<file path="src/rtl/axi_wr_if.sv">
// AXI4 write channels (AW, W, B) as used by a single-beat write master.
interface axi_wr_if #(
  parameter int unsigned DATA_WIDTH = 64
);
  localparam int unsigned STRB_WIDTH = DATA_WIDTH / 8;

  logic [31:0]           awaddr;
  logic [7:0]            awlen;
  logic [2:0]            awsize;
  logic [1:0]            awburst;
  logic                  awvalid;
  logic                  awready;
  logic [DATA_WIDTH-1:0] wdata;
  logic [STRB_WIDTH-1:0] wstrb;
  logic                  wlast;
  logic                  wvalid;
  logic                  wready;
  logic [1:0]            bresp;
  logic                  bvalid;
  logic                  bready;

  modport master (
    output awaddr, awlen, awsize, awburst, awvalid,
    input  awready,
    output wdata, wstrb, wlast, wvalid,
    input  wready,
    input  bresp, bvalid,
    output bready
  );

  modport slave (
    input  awaddr, awlen, awsize, awburst, awvalid,
    output awready,
    input  wdata, wstrb, wlast, wvalid,
    output wready,
    output bresp, bvalid,
    input  bready
  );
endinterface

</file>
<file path="src/rtl/axi_wr_arbiter.sv">
// Two-requester round-robin arbiter issuing single-beat AXI4 writes,
// one transaction outstanding at a time.
module axi_wr_arbiter #(
  parameter int unsigned AXI_DATA_WIDTH = 64
) (
  input  logic                      axi_clk,
  input  logic                      rst,
  input  logic                      req0_valid,
  input  logic [31:0]               req0_addr,
  input  logic [AXI_DATA_WIDTH-1:0] req0_data,
  output logic                      req0_ready,
  output logic                      req0_done,
  output logic [1:0]                req0_resp,
  input  logic                      req1_valid,
  input  logic [31:0]               req1_addr,
  input  logic [AXI_DATA_WIDTH-1:0] req1_data,
  output logic                      req1_ready,
  output logic                      req1_done,
  output logic [1:0]                req1_resp,
  axi_wr_if.master                  axi,
  output logic [15:0]               err_count
);
  localparam int unsigned ADDR_W = 32;
  localparam int unsigned STRB_W = AXI_DATA_WIDTH / 8;
  localparam int unsigned ERR_W  = 16;
  localparam logic [2:0]  AW_SIZE = (AXI_DATA_WIDTH == 128) ? 3'b100 : 3'b011;
  localparam logic [ERR_W-1:0] ERR_MAX = '1;

  if (!(AXI_DATA_WIDTH == 64 || AXI_DATA_WIDTH == 128)) begin : g_bad_width
    $fatal(1, "axi_wr_arbiter: AXI_DATA_WIDTH must be 64 or 128");
  end

  typedef enum logic [1:0] {IDLE, AW, W, B} state_t;

  state_t                    state, state_nx;
  logic                      accept;
  logic                      sel;
  logic                      b_hs;
  logic                      last_q;
  logic                      gnt_q;
  logic [ADDR_W-1:0]         addr_q;
  logic [AXI_DATA_WIDTH-1:0] data_q;
  logic [STRB_W-1:0]         wstrb_q;
  logic [2:0]                awsize_q;
  logic [1:0]                awburst_q;
  logic                      awvalid_q, wvalid_q, wlast_q, bready_q;
  logic                      done0_q, done1_q;
  logic [1:0]                resp0_q, resp1_q;
  logic [ERR_W-1:0]          err_q;

  // Requester 1 wins when alone, or when both are pending and 0 went last.
  assign sel  = req1_valid & (~req0_valid | ~last_q);
  assign b_hs = (state == B) & axi.bvalid;

  always_ff @(posedge axi_clk or posedge rst) begin
    if (rst) state <= IDLE;
    else     state <= state_nx;
  end

  always_comb begin
    state_nx = state;
    accept   = 1'b0;
    case (state)
      IDLE: if (req0_valid | req1_valid) begin
              accept   = 1'b1;
              state_nx = AW;
            end
      AW:   if (axi.awready) state_nx = W;
      W:    if (axi.wready)  state_nx = B;
      B:    if (axi.bvalid)  state_nx = IDLE;
      default: state_nx = IDLE;
    endcase
  end

  // Readies are gated by rst so they fall immediately on reset.
  assign req0_ready = ~rst & accept & ~sel;
  assign req1_ready = ~rst & accept & sel;

  always_ff @(posedge axi_clk or posedge rst) begin
    if (rst) begin
      last_q    <= 1'b1;
      gnt_q     <= 1'b0;
      addr_q    <= '0;
      data_q    <= '0;
      wstrb_q   <= '0;
      awsize_q  <= '0;
      awburst_q <= '0;
      awvalid_q <= 1'b0;
      wvalid_q  <= 1'b0;
      wlast_q   <= 1'b0;
      bready_q  <= 1'b0;
      done0_q   <= 1'b0;
      done1_q   <= 1'b0;
      resp0_q   <= '0;
      resp1_q   <= '0;
      err_q     <= '0;
    end else begin
      awvalid_q <= (state_nx == AW);
      wvalid_q  <= (state_nx == W);
      wlast_q   <= (state_nx == W);
      bready_q  <= (state_nx == B);
      done0_q   <= b_hs & ~gnt_q;
      done1_q   <= b_hs & gnt_q;
      if (accept) begin
        gnt_q     <= sel;
        last_q    <= sel;
        addr_q    <= sel ? req1_addr : req0_addr;
        data_q    <= sel ? req1_data : req0_data;
        wstrb_q   <= '1;
        awsize_q  <= AW_SIZE;
        awburst_q <= 2'b01;
      end
      if (b_hs) begin
        if (gnt_q) resp1_q <= axi.bresp;
        else       resp0_q <= axi.bresp;
        if (axi.bresp != 2'b00 && err_q != ERR_MAX) err_q <= err_q + ERR_W'(1);
      end
    end
  end

  assign axi.awaddr  = addr_q;
  assign axi.awlen   = 8'd0;
  assign axi.awsize  = awsize_q;
  assign axi.awburst = awburst_q;
  assign axi.awvalid = awvalid_q;
  assign axi.wdata   = data_q;
  assign axi.wstrb   = wstrb_q;
  assign axi.wlast   = wlast_q;
  assign axi.wvalid  = wvalid_q;
  assign axi.bready  = bready_q;

  assign req0_done = done0_q;
  assign req1_done = done1_q;
  assign req0_resp = resp0_q;
  assign req1_resp = resp1_q;
  assign err_count = err_q;
endmodule
</file>
<file path="src/flat_wrapper.sv">
// flat-port wrapper written by rule: the top's interface ports become plain ports
module axi_wr_arbiter_flat 
#(
  parameter int unsigned AXI_DATA_WIDTH = 64
)
  (axi_clk, rst, req0_valid, req0_addr, req0_data, req0_ready, req0_done, req0_resp, req1_valid, req1_addr, req1_data, req1_ready, req1_done, req1_resp, err_count, axi_awaddr, axi_awlen, axi_awsize, axi_awburst, axi_awvalid, axi_awready, axi_wdata, axi_wstrb, axi_wlast, axi_wvalid, axi_wready, axi_bresp, axi_bvalid, axi_bready);
  axi_wr_if axi_i ();
  input  logic axi_clk;
  input  logic rst;
  input  logic req0_valid;
  input  logic [31:0] req0_addr;
  input  logic [AXI_DATA_WIDTH-1:0] req0_data;
  output logic req0_ready;
  output logic req0_done;
  output logic [1:0] req0_resp;
  input  logic req1_valid;
  input  logic [31:0] req1_addr;
  input  logic [AXI_DATA_WIDTH-1:0] req1_data;
  output logic req1_ready;
  output logic req1_done;
  output logic [1:0] req1_resp;
  output logic [15:0] err_count;
  output wire logic [$bits(axi_i.awaddr)-1:0] axi_awaddr;
  output wire logic [$bits(axi_i.awlen)-1:0] axi_awlen;
  output wire logic [$bits(axi_i.awsize)-1:0] axi_awsize;
  output wire logic [$bits(axi_i.awburst)-1:0] axi_awburst;
  output wire logic [$bits(axi_i.awvalid)-1:0] axi_awvalid;
  input wire logic [$bits(axi_i.awready)-1:0] axi_awready;
  output wire logic [$bits(axi_i.wdata)-1:0] axi_wdata;
  output wire logic [$bits(axi_i.wstrb)-1:0] axi_wstrb;
  output wire logic [$bits(axi_i.wlast)-1:0] axi_wlast;
  output wire logic [$bits(axi_i.wvalid)-1:0] axi_wvalid;
  input wire logic [$bits(axi_i.wready)-1:0] axi_wready;
  input wire logic [$bits(axi_i.bresp)-1:0] axi_bresp;
  input wire logic [$bits(axi_i.bvalid)-1:0] axi_bvalid;
  output wire logic [$bits(axi_i.bready)-1:0] axi_bready;
  assign axi_awaddr = axi_i.awaddr;
  assign axi_awlen = axi_i.awlen;
  assign axi_awsize = axi_i.awsize;
  assign axi_awburst = axi_i.awburst;
  assign axi_awvalid = axi_i.awvalid;
  assign axi_i.awready = axi_awready;
  assign axi_wdata = axi_i.wdata;
  assign axi_wstrb = axi_i.wstrb;
  assign axi_wlast = axi_i.wlast;
  assign axi_wvalid = axi_i.wvalid;
  assign axi_i.wready = axi_wready;
  assign axi_i.bresp = axi_bresp;
  assign axi_i.bvalid = axi_bvalid;
  assign axi_bready = axi_i.bready;
  axi_wr_arbiter #(.AXI_DATA_WIDTH(AXI_DATA_WIDTH)) u_core (.axi_clk(axi_clk), .rst(rst), .req0_valid(req0_valid), .req0_addr(req0_addr), .req0_data(req0_data), .req0_ready(req0_ready), .req0_done(req0_done), .req0_resp(req0_resp), .req1_valid(req1_valid), .req1_addr(req1_addr), .req1_data(req1_data), .req1_ready(req1_ready), .req1_done(req1_done), .req1_resp(req1_resp), .axi(axi_i), .err_count(err_count));
endmodule
</file>
<file path="config.mk">
export PLATFORM = sky130hd
export DESIGN_NAME = axi_wr_arbiter_flat
export DESIGN_NICKNAME = d
export VERILOG_FILES = /design/src/rtl/axi_wr_if.sv /design/src/rtl/axi_wr_arbiter.sv /design/src/flat_wrapper.sv
export SDC_FILE = /design/constraint.sdc
export NUM_CORES = 1
export LEC_CHECK = 0
export BUFFER_PORTS_ARGS = -buffer_cell sky130_fd_sc_hd__buf_2
export CORE_UTILIZATION = 30
export DETAILED_ROUTE_END_ITERATION = 10
export HOLD_SLACK_MARGIN = 0.02
export PLACE_DENSITY = 0.63
export SETUP_SLACK_MARGIN = 0.05
export SYNTH_ARGS = -nofsm -noshare
export SYNTH_HDL_FRONTEND = slang
export SYNTH_SLANG_ARGS = --single-unit
export TNS_END_PERCENT = 100
</file>
<file path="constraint.sdc">
create_clock -name axi_clk -period 4.4 [get_ports axi_clk]
set_input_delay 1.1 -clock axi_clk [delete_from_list [all_inputs] [get_ports axi_clk]]
set_output_delay 1.1 -clock axi_clk [all_outputs]
set_load 0.02 [all_outputs]
</file>
Yosys cells after proc, flatten, opt, wreduce, memory -nomap -nowiden
Cells that the tools add are included.
Widths: inputs -> output; s select.
{"block": "totals", "inputBits": 201, "reg_bits": 128}
{"block": "op_classes", "n_reduce_logical": 6, "n_eq_ne": 7, "n_addsub": 1, "mux": 9, "bitwise_logic": 14}
{"cell": "$mux 64", "n": 1}
{"cell": "$mux 32", "n": 1}
{"cell": "$add 16x1->16 const B", "n": 1}
{"cell": "$ne 16x16->1 const B", "n": 1}
{"cell": "$eq 2x2->1 const B", "n": 4}
{"cell": "$mux 2", "n": 4}
{"cell": "$pmux 2 s4", "n": 1}
{"cell": "$and 1x1->1", "n": 7}
{"cell": "$reduce_and 2->1", "n": 3}
{"cell": "$not 1->1", "n": 5}
{"cell": "$eq 2x1->1 const B", "n": 2}
{"cell": "$logic_not 2->1", "n": 1}
{"cell": "$mux 1", "n": 2}
{"cell": "$or 1x1->1", "n": 2}
{"cell": "$reduce_bool 2->1", "n": 1}
{"cell": "$logic_and 1x1->1", "n": 1}

Depth between registers and ports, before layout
Gate-level depths: netlist of run 1.
{"block": "depth", "depth_word": 5, "depth_mapped": 7, "depth_no_buf": 5}

Least setup slack after synthesis of run 1
No wires, ideal clock.
{"block": "synth_path", "path_kind": "input-to-output", "start": "input req1_valid", "end": "output req0_ready", "cell_stages": 5, "path_buffers": 3, "arrival_ns": 2.144, "slack_ns": 1.156, "path_cell_list": "a21boi_1 > buf_2 > buf_4 > buf_6 > nor3_1"}
{"block": "synth_via", "elab_chain_cells": 5, "word_cells_on_any_way": 7, "cone_classes": "mux (2); bitwise (5)"}
{"item": "from (decl)", "line_no": "flat_wrapper.sv:16", "text": "input logic req1_valid;"}
{"item": "$or 1x1->1", "line_no": "axi_wr_arbiter.sv:64", "text": "IDLE: if (req0_valid | req1_valid) begin"}
{"item": "$mux 1", "line_no": "axi_wr_arbiter.sv:64"}
{"item": "$mux 1", "line_no": "axi_wr_arbiter.sv:63", "text": "case (state)"}
{"item": "$and 1x1->1", "line_no": "axi_wr_arbiter.sv:76", "text": "assign req0_ready = ~rst & accept & ~sel;"}
{"item": "$and 1x1->1 (*)", "line_no": "axi_wr_arbiter.sv:76"}
{"item": "to (decl)", "line_no": "flat_wrapper.sv:13", "text": "output logic req0_ready;"}
Every way passes the cells marked *; elsewhere a longest branch is shown, timed or not.

Final worst setup path of run 1
{"block": "layout_path", "start": "input req1_valid", "end": "output req1_ready"}
{"block": "layout_via", "elab_chain_cells": 5, "word_cells_on_any_way": 6, "cone_classes": "mux (2); bitwise (4)"}
{"item": "$or 1x1->1", "line_no": "axi_wr_arbiter.sv:64"}
{"item": "$mux 1", "line_no": "axi_wr_arbiter.sv:64"}
{"item": "$mux 1", "line_no": "axi_wr_arbiter.sv:63"}
{"item": "$and 1x1->1", "line_no": "axi_wr_arbiter.sv:77", "text": "assign req1_ready = ~rst & accept & sel;"}
{"item": "$and 1x1->1 (*)", "line_no": "axi_wr_arbiter.sv:77"}
{"item": "to (decl)", "line_no": "flat_wrapper.sv:19", "text": "output logic req1_ready;"}
Marked as above.

==> reports/results.tsv, run 1 <==
stage	metric	value	unit
grt	largest net degree at the start of global routing	196	
grt	first-pass GRT wire length	23400	µm
clock_tree	total CTS buffers	17	
synth	synthesized area	0.00594	mm²
power	net switching power	2.20	mW
worst_setup_path	CP arrival	2.02	ns
worst_setup_path	crit end category	primary output	
route	Residual DRC	0	
worst_setup_path	CP cell instances	buf_2, a21boi_4, nand2_1, nor2_1, buf_2	
clock_tree	clk buf depth	2	
power	Comb pwr share	0.408	
route	drt total wl	15400	µm
cells_and_area	most frequent cells in the layout	buf_2, dfrtp_1, nand2_1	
synth	Synth Instances	555	
cells_and_area	Multi-input gate area	0.00246	mm²
die	Core Area	0.0195	mm²
sta	count of final setup violators	0	
power	clock power share	0.233	
sta	Hold Violations, Final	0	
sta	Slew Viols, Final	0	
sta	setup_tns	0	ns
synth	Cell variety after synth	43	
worst_setup_path	crit-path max cell delay	0.25	ns
grt	number of global-route vias before repair	4529	
cells_and_area	number of inserted diodes	0	
sta	Tmin final	3.12	ns
cells_and_area	P&R area growth vs syn	38.8	%
die	Starting Density	0.305	
die	die area	0.0204	mm²
cells_and_area	commonest non-fill, non-tap cell in the layout	buf_2	
power	switching part of the total	0.406	
synth	Synth Warn #	0	
route	drt initial violations	133	
route	TritonRoute pass-1 iters	4	
cells_and_area	non-filler instance count after layout	1143	
synth	Avg Cell Area, Syn	10.7	µm²
die	die height	143	µm
synth	number of synthesized register bits	126	
route	wire length per cell	13.5	µm
clock_tree	Sink Count	126	
route	Routed Antenna Nets	0	
synth	Post-synth EDFFs	0	
run_status	status	completed	
clock_tree	Clk pin slew, worst setup/hold paths	0.05	ns
grt	total grt overflow	0	
worst_setup_path	most used cell, CP	buf_2	
worst_setup_path	critical path's top delay family	buffers and inverters	
clock_tree	cts repair resizes	0	
sta	clock skew	0.00528	ns
placement	IO Port Bufs	335	
cells_and_area	layout cells sized above 1	0.443	
sta	Worst-Margin Slew	0.838	ns
sta	Final Cycle Share	0.708	
worst_setup_path	kind of start point of the critical path	input port	
synth	sequential element share of the synthesized area	0.531	
sta	Fmax	321	MHz
route	Via density	4.30	
die	Rows	51	
power	LEAKAGE	4.35	nW
clock_tree	Root Buffer Master	clkbuf_16	
clock_tree	TritonCTS clock tree	yes	
placement	HPWL after detailed placement	11400	µm
grt	antenna violations before repair	0	
die	Die X-Extent	143	µm
placement	routability cong.	0.809	
grt	total track usage	0.152	
route	Vias	4913	
cells_and_area	Final #Nets	1071	
die	Ports	346	
synth	Async SR Flop Fraction	1.00	
power	Max VDD drop	0.336	mV
power	sequential share of power	0.358	
synth	Main synth FF type	dfrtp_1	
cells_and_area	register area	0.00315	mm²
cells_and_area	Layout fillers	1906	
placement	dpl cells	1115	
power	pwr dens	657	mW/mm²
clock_tree	CTS Hold Bufs	0	
run	max-cap viol count	0	
worst_setup_path	CP bufs+invs	2	
sta	Slew HR	0.441	
clock_tree	post-CTS setup buffers	0	
worst_setup_path	crit-path max FO	3	
min_path	Hold/Removal Path Class	reg -> reg	
clock_tree	CTS H-tree lvls	4	
sta	RSZ-0062 raised after global routing	no	
worst_setup_path	CP Class	in -> out	
power	Power Internal	3.22	mW
worst_setup_path	Critical Path RT	3.30	ns
worst_setup_path	Critical-path top delay cell	a21boi_4	
clock_tree	clk_lat worst skew	0.41	ns
==> cell usage after synthesis, types with 7 or more instances <==
cell type / n / area (µm²)
xnor2_1: 8 / 70.1
nand2_1: 105 / 394
nand3_1: 9 / 45.0
buf_6: 7 / 78.8
nor2_1: 7 / 26.3
o21ai_0: 73 / 365
buf_2: 11 / 55.1
mux2i_1: 97 / 971
clkbuf_1: 9 / 33.8
buf_4: 25 / 188
o21ai_1: 25 / 125
dfrtp_1: 125 / 3130
==> flip-flops by register name, indices dropped and copies added (netlist names) <==
signal / flops
u_core.axi.bready: 1
u_core.axi.awaddr: 32
u_core.axi.wstrb: 1
u_core.req1_done: 1
u_core.gnt_q: 1
u_core.axi.wdata: 64
u_core.axi.awvalid: 1
u_core.axi.wvalid: 1
u_core.req0_resp: 2
u_core.req1_resp: 2
u_core.err_count: 16
u_core.req0_done: 1
u_core.last_q: 1
u_core.state: 2
==> worst paths after layout <==
kind / start / endpoint / slack (ns) / cells after the start
setup / recovery: req1_valid / req1_ready / 1.28 / 5
hold / removal: u_core.axi.wdata[50]$_DFFE_PP0P_ / u_core.axi.wdata[50]$_DFFE_PP0P_ / 0.47 / 2
setup reg to reg: u_core.state[1]$_DFF_PP0_ / u_core.axi.awaddr[9]$_DFFE_PP0P_ / 2.53 / 5
hold reg to reg: u_core.axi.wdata[50]$_DFFE_PP0P_ / u_core.axi.wdata[50]$_DFFE_PP0P_ / 0.47 / 2
max in group asynchronous: rst / u_core.axi.awaddr[30]$_DFFE_PP0P_ / 2.95 / 3
min in group asynchronous: rst / u_core.gnt_q$_DFFE_PP0P_ / 0.72 / 2
==> layer usage <==
layer | GRT usage | part of all wire | wire (µm) | vias to the layer above
li1 | - | - | - | 2514
met3 | 0.0584 | 0.079 | 1220 | 13
met4 | 0.0475 | 0.011 | 170 | 0
met1 | 0.179 | 0.43 | 6650 | 2174
met5 | 0 | 0 | 0 | -
met2 | 0.254 | 0.48 | 7360 | 212
==> logic make-up (layout without fill, tap and decap cells) <==
| family | after synthesis | count (layout) | share of synthesized area |
|---|---|---|---|
| mux | 104 | 104 | 0.178 |
| simple gates | 144 | 144 | 0.111 |
| buf+inv | 58 | 372 | 0.0638 |
| xor+xnor | 9 | 9 | 0.0133 |
| compound gates | 112 | 112 | 0.100 |
| fa+ha+maj | 1 | 1 | 0.00211 |
| flops | 126 | 126 | 0.531 |
| other cells | 1 | 10 | 0.000631 |
==> power by group through the flow <==
stage	combinational [mW]	sequential [mW]	clock (mW)
after floorplan	0.908	2.53	0
after global placement	2.22	1.95	0
after detailed placement	2.26	1.96	0
after CTS	2.25	1.95	1.30
after global routing	2.45	2.01	1.36
final	2.21	1.94	1.26
==> stage by stage <==
stage | area [µm²] | utilization | hold WS (ns) | total power [mW] | setup WS (ns)
after global routing | 8250 | 0.424 | 0.487 | 5.82 | 1.26
after global placement | 7710 | 0.396 | 0.457 | 4.17 | 1.34
after floorplan | 5980 | - | 0.458 | 3.44 | 1.16
after detailed placement | 7710 | 0.396 | 0.464 | 4.22 | 1.32
after CTS | 8250 | 0.424 | 0.476 | 5.51 | 1.32
final | 8250 | 0.424 | 0.468 | 5.42 | 1.28
==> worst reg2reg max path, stage by stage, from the launching register on <==
cell     delay (ns)
dfrtp_1        0.44
nor2_1         0.37
o21ai_4        0.13
buf_12         0.23
nand2_1        0.44
o21ai_0        0.10
==> final cells by class <==
type                       instances  share of cell area
timing repair buffer             339               0.212
tap                              265              0.0402
sequential                       126               0.383
inverter                           5             0.00273
clock buffer                      22              0.0599
clock inverter                     6             0.00455
multi-input combinational        380               0.298
Note: power is estimated with default switching activity, not from simulation.
==> inputs of run 2 (changes only) <==
ABC_AREA = 1   (was unset)
PLACE_DENSITY = 0.6   (was 0.63)
clock period = 2.92 ns   (was 4.4 ns; I/O delays follow)
==> run 2 against run 1 <==
Largest cell class unchanged. Count of clock-buffer cells in the layout is 3 lower. Total power is 64% higher. Routed wire length is 29% higher. Critical path depth is 1 lower. Highest routed layer unchanged.
==> reports/results.tsv, run 2 <==
stage	metric	value	unit
sta	Slew HR	0.248	
synth	Post-synth EDFFs	0	
sta	Slew Viols, Final	0	
grt	number of global-route vias before repair	5805	
grt	total grt overflow	0	
power	Max VDD drop	0.565	mV
worst_setup_path	CP Class	reg -> out	
placement	routability cong.	0.808	
die	die area	0.0205	mm²
sta	setup ws final	0.649	ns
route	Residual DRC	0	
synth	ranking of synthesized cells by area	dfrtp_1, o21ai_0, nand2_1	
synth	Async SR Flop Fraction	1.00	
sta	clock skew	0.0110	ns
clock_tree	CTS H-tree lvls	4	
synth	Main synth FF type	dfrtp_1	
synth	Synth Instances	755	
cells_and_area	P&R area growth vs syn	41.1	%
sta	Fmax	440	MHz
power	LEAKAGE	4.39	nW
sta	count of final setup violators	0	
placement	HPWL after detailed placement	13600	µm
sta	Final Cycle Share	0.778	
die	Rows	51	
sta	RSZ-0062 raised after global routing	no	
clock_tree	clk_lat worst skew	0.42	ns
route	drt total wl	19800	µm
clock_tree	post-CTS setup buffers	0	
cells_and_area	layout cells sized above 1	0.360	
min_path	Hold/Removal Path Class	in -> async	
clock_tree	TritonCTS clock tree	yes	
route	wire length per cell	14.7	µm
route	Vias	6121	
route	Routed Antenna Nets	0	
clock_tree	CTS Hold Bufs	0	
synth	sequential element share of the synthesized area	0.526	
grt	largest net degree at the start of global routing	97	
worst_setup_path	critical path's top delay family	flip-flops	
synth	most numerous cell in the Yosys netlist	nand2_1	
sta	Tmin final	2.27	ns
synth	synthesized area	0.00599	mm²
run	max-cap viol count	0	
sta	Worst-Margin Slew	1.13	ns
grt	first-pass GRT wire length	30400	µm
worst_setup_path	CP arrival	1.54	ns
grt	total track usage	0.194	
die	Ports	346	
worst_setup_path	crit-path max FO	5	
worst_setup_path	Critical-path top delay cell	dfrtp_1	
synth	largest area contributor in the synthesized netlist	dfrtp_1	
cells_and_area	Finished Core Util	0.433	
worst_setup_path	crit-path max cell delay	0.42	ns
die	Starting Density	0.307	
route	Via density	4.55	
worst_setup_path	crit end category	primary output	
route	drt initial violations	296	
worst_setup_path	Critical Path RT	2.19	ns
synth	number of synthesized register bits	126	
synth	top-area cell type share of the netlist area	0.522	
cells_and_area	most frequent cells in the layout	buf_2, nand2_1, o21ai_0	
synth	Synth Warn #	0	
clock_tree	Sink Count	126	
worst_setup_path	CP cell instances	nor2_2, o21ai_4, nor3_1, buf_2	
grt	antenna violations before repair	3	
synth	top post-synthesis cells by count	nand2_1, o21ai_0, dfrtp_1	
clock_tree	Clk pin slew, worst setup/hold paths	0.06	ns
clock_tree	cts repair resizes	0	
sta	setup_tns	0	ns
die	die height	143	µm
cells_and_area	max reg flops	64	
synth	Avg Cell Area, Syn	7.94	µm²
synth	Cell variety after synth	26	
sta	Hold Violations, Final	0	
clock_tree	total CTS buffers	17	
placement	IO Port Bufs	335	
clock_tree	Root Buffer Master	clkbuf_16	
clock_tree	clk buf depth	2	
die	Core Area	0.0195	mm²
cells_and_area	Final #Nets	1267	
run_status	status	completed	
worst_setup_path	CP bufs+invs	1	
die	Die X-Extent	143	µm
power	pwr dens	1050	mW/mm²
cells_and_area	commonest non-fill, non-tap cell in the layout	buf_2	
placement	pre-CTS WS	0.622	ns
worst_setup_path	kind of start point of the critical path	flip-flop	
route	TritonRoute pass-1 iters	5	
power	Total Power	8.88	mW
-- run 2: cell families after synthesis --
kind of cell    count (synthesis)  synth area share
flops                         126             0.526
simple gates                  330             0.219
fa+ha+maj                       1           0.00209
xor+xnor                        4           0.00585
compound gates                198             0.167
buf+inv                        95            0.0787
other cells                     1          0.000626
-- run 2: routing by layer --
| layer | share of wire | global-route usage | up-vias |
|---|---|---|---|
| li1 | - | - | 3042 |
| met1 | 0.42 | 0.240 | 2819 |
| met2 | 0.49 | 0.324 | 241 |
| met3 | 0.072 | 0.0506 | 19 |
| met4 | 0.015 | 0.0717 | 0 |
| met5 | 0 | 0 | - |
-- run 2: area by class of cell --
class                   instances  area [µm²]
fillers                      2014       11100
flip-flops and latches        126        3150
multi-input cells             543        2400
repair buffers                346        1800
clock buffers                  19         453
well taps                     265         332
clock inverters                13         188
inverters                      31         120
diodes                          3        7.51
-- run 2: path summary, 6_finish.rpt --
kind,end,cells past startpoint,slack (ns),from
worst max-delay path,req0_ready,4,0.65,u_core.state[1]$_DFF_PP0_
worst min-delay path,u_core.gnt_q$_DFFE_PP0P_,3,0.43,rst
worst max register to register,u_core.err_count[15]$_DFFE_PP0P_,10,0.92,u_core.err_count[0]$_DFFE_PP0P_
worst min register to register,u_core.req0_done$_DFF_PP0_,1,0.45,u_core.gnt_q$_DFFE_PP0P_
max in group asynchronous,u_core.axi.wdata[20]$_DFFE_PP0P_,3,2.10,rst
min in group axi_clk,u_core.req0_done$_DFF_PP0_,1,0.45,u_core.gnt_q$_DFFE_PP0P_
-- run 2: report_power, final --
| group | internal, mW | switching [mW] | total, mW |
|---|---|---|---|
| sequential | 2.52 | 0.433 | 2.95 |
| combinational | 1.17 | 2.45 | 3.62 |
| clock | 1.48 | 0.827 | 2.30 |
| total | 5.17 | 3.71 | 8.88 |
-- run 2: tightest hold or removal path: stages --
cell and delay [ns]:
buf_2 0.13, clkinvlp_4 0.11, buf_12 0.27
-- run 2: metrics by stage --
step | hold WS (ns) | area (µm²) | cells
after global placement | 0.428 | 7810 | 1311
after detailed placement | 0.448 | 7810 | 1311
after global routing | 0.468 | 8450 | 1345
after CTS | 0.442 | 8450 | 1343
after floorplan | 0.412 | 6030 | 764
final | 0.431 | 8460 | 1346
==> inputs of run 3 (changes only) <==
PLACE_DENSITY = 0.63   (was 0.6)
clock period = 2 ns   (was 2.92 ns; I/O delays follow)
==> run 3 against run 2 <==
Flip-flop and latch count did not move. Clock skew decreased by 0.0028 ns. Global-route usage decreased by 1.1 points.
==> reports/results.tsv, run 3 (synthesis gave the netlist of run 2 again) <==
stage	metric	value	unit
run_status	status	completed	
route	Routed Antenna Nets	0	
cells_and_area	Final #Nets	1280	
placement	HPWL after detailed placement	13200	µm
worst_setup_path	Critical Path RT	1.50	ns
route	wire length per cell	14.0	µm
placement	IO Port Bufs	335	
grt	number of global-route vias before repair	5578	
sta	RSZ-0062 raised after global routing	yes	
cells_and_area	most frequent cells in the layout	buf_2, nand2_1, o21ai_0	
sta	setup ws final	0.0621	ns
sta	count of final setup violators	0	
route	Residual DRC	0	
sta	Fmax	516	MHz
route	Via density	4.57	
power	switching part of the total	0.421	
sta	Worst-Margin Slew	0.527	ns
worst_setup_path	r2r setup slk	0.26	ns
grt	first-pass GRT wire length	28800	µm
placement	pre-CTS WS	0.224	ns
power	pwr dens	1490	mW/mm²
sta	Tmin final	1.94	ns
clock_tree	Root Buffer Master	clkbuf_16	
min_path	Hold/Removal Path Class	in -> async	
power	LEAKAGE	4.45	nW
sta	clock skew	0.00819	ns
route	TritonRoute pass-1 iters	5	
die	Ports	346	
die	Rows	51	
clock_tree	Sink Count	126	
sta	Hold Violations, Final	0	
worst_setup_path	crit-path max FO	3	
worst_setup_path	CP Class	reg -> out	
grt	largest net degree at the start of global routing	97	
route	Vias	6195	
die	Starting Density	0.307	
power	sequential share of power	0.337	
worst_setup_path	crit end category	primary output	
power	Max VDD drop	0.612	mV
die	Die X-Extent	143	µm
clock_tree	clk_lat worst skew	0.41	ns
cells_and_area	commonest non-fill, non-tap cell in the layout	buf_2	
die	die height	143	µm
run	max-cap viol count	0	
route	drt initial violations	270	
route	drt total wl	19000	µm
die	die area	0.0205	mm²
cells_and_area	non-filler instance count after layout	1356	
grt	antenna violations before repair	1	
clock_tree	CTS H-tree lvls	4	
power	net switching power	5.37	mW
sta	Slew HR	0.649	
worst_setup_path	CP cell instances	nor2_4, o21ai_4, nor3_4, buf_6	
die	Core Area	0.0195	mm²
clock_tree	total CTS buffers	17	
worst_setup_path	Worst R2R End	u_core.axi.wdata[36]$_DFFE_PP0P_	
clock_tree	TritonCTS clock tree	yes	
grt	total grt overflow	0	
cells_and_area	max reg flops	64	
grt	total track usage	0.182	
clock_tree	Clk pin slew, worst setup/hold paths	0.06	ns
sta	Final Cycle Share	0.969	
worst_setup_path	crit-path max cell delay	0.40	ns
power	Comb pwr share	0.429	
worst_setup_path	R2R Path Start	u_core.state[1]$_DFF_PP0_	
worst_setup_path	R2R depth	7	
power	Power Internal	7.38	mW
placement	dpl cells	1315	
clock_tree	CTS Hold Bufs	0	
worst_setup_path	kind of start point of the critical path	flip-flop	
sta	Slew Viols, Final	0	
clock_tree	clk buf depth	2	
placement	routability cong.	0.818	
worst_setup_path	Critical-path top delay cell	dfrtp_1	
cells_and_area	Layout fillers	1986	
cells_and_area	P&R area growth vs syn	42.7	%
power	clock power share	0.234	
sta	setup_tns	0	ns
cells_and_area	layout cells sized above 1	0.369	
worst_setup_path	CP arrival	1.44	ns
[run 3: cell count changes in the layout (fill, tap and decap cells not counted), sizes merged]
cell	previous run	this run
bufinv	4	2
buf	346	359
clkinv	5	7
inv	31	30
diode	3	1
[run 3: what timing repair did]
action / in CTS / in global routing
endpoints found under the setup margin: 2 / 2
gates resized for setup: 6 / 5
buffers inserted: 4 / 5
pin swaps: 3 / 1
[run 3: power groups by stage]
stage / clock network [mW] / registers (mW) / logic (mW)
global placement: 0 / 4.31 / 5.32
floorplan: 0 / 5.59 / 2.07
CTS: 3.06 / 4.29 / 5.48
global route: 3.19 / 4.43 / 6.06
finish: 2.99 / 4.29 / 5.47
detailed placement: 0 / 4.30 / 5.41
[run 3: final cells by class]
| cell class | instances | area, µm² | area share |
|---|---|---|---|
| clock inverters | 12 | 121 | 0.0142 |
| inverters | 31 | 125 | 0.0146 |
| clock buffers | 19 | 443 | 0.0518 |
| flip-flops and latches | 126 | 3150 | 0.369 |
| well taps | 265 | 332 | 0.0388 |
| multi-input cells | 543 | 2430 | 0.284 |
| repair buffers | 359 | 1940 | 0.227 |
| diodes | 1 | 2.50 | 0.000293 |
[run 3: worst max-delay path by stage]
stage / cells past startpoint / from / slack (ns) / endpoint
6_report: 4 / u_core.state[1]$_DFF_PP0_ / 0.06 / req0_ready
5_1_grt: 4 / u_core.state[1]$_DFF_PP0_ / -0.007 / req0_ready
4_1_cts: 6 / u_core.last_q$_DFFE_PP1P_ / 0.06 / req1_ready
3_5_place_dp: 7 / req0_valid / 0.22 / req1_ready
3_3_place_gp: 7 / req0_valid / 0.24 / req1_ready
2_1_floorplan: 1 / rst / -0.05 / u_core.axi.awaddr[0]$_DFFE_PP0P_
[run 3: worst max-delay path, delay by kind of cell, from the launching register on]
kind	cells	cell delay [ns]
flip-flops	1	0.40
AND/OR/NAND/NOR	2	0.39
buffers and inverters	1	0.14
AO/OA/AOI/OAI	1	0.10
[run 3: through the flow]
step	total power, mW	util	hold WS, ns	area [µm²]
6_report	12.8	0.438	0.252	8550
3_5_place_dp	9.71	0.403	0.445	7880
3_3_place_gp	9.63	0.403	0.424	7880
5_1_grt	13.7	0.438	0.272	8550
2_1_floorplan	7.66	-	0.412	6030
4_1_cts	12.8	0.435	0.245	8490
[run 3: routing by layer]
metal  vias to the layer above  wire length [µm]  track usage
li1                       3070                 -            -
met1                      2832              7940        0.228
met2                       272              9420        0.302
met3                        21              1430       0.0516
met4                         0               260       0.0633
met5                         -                 0            0
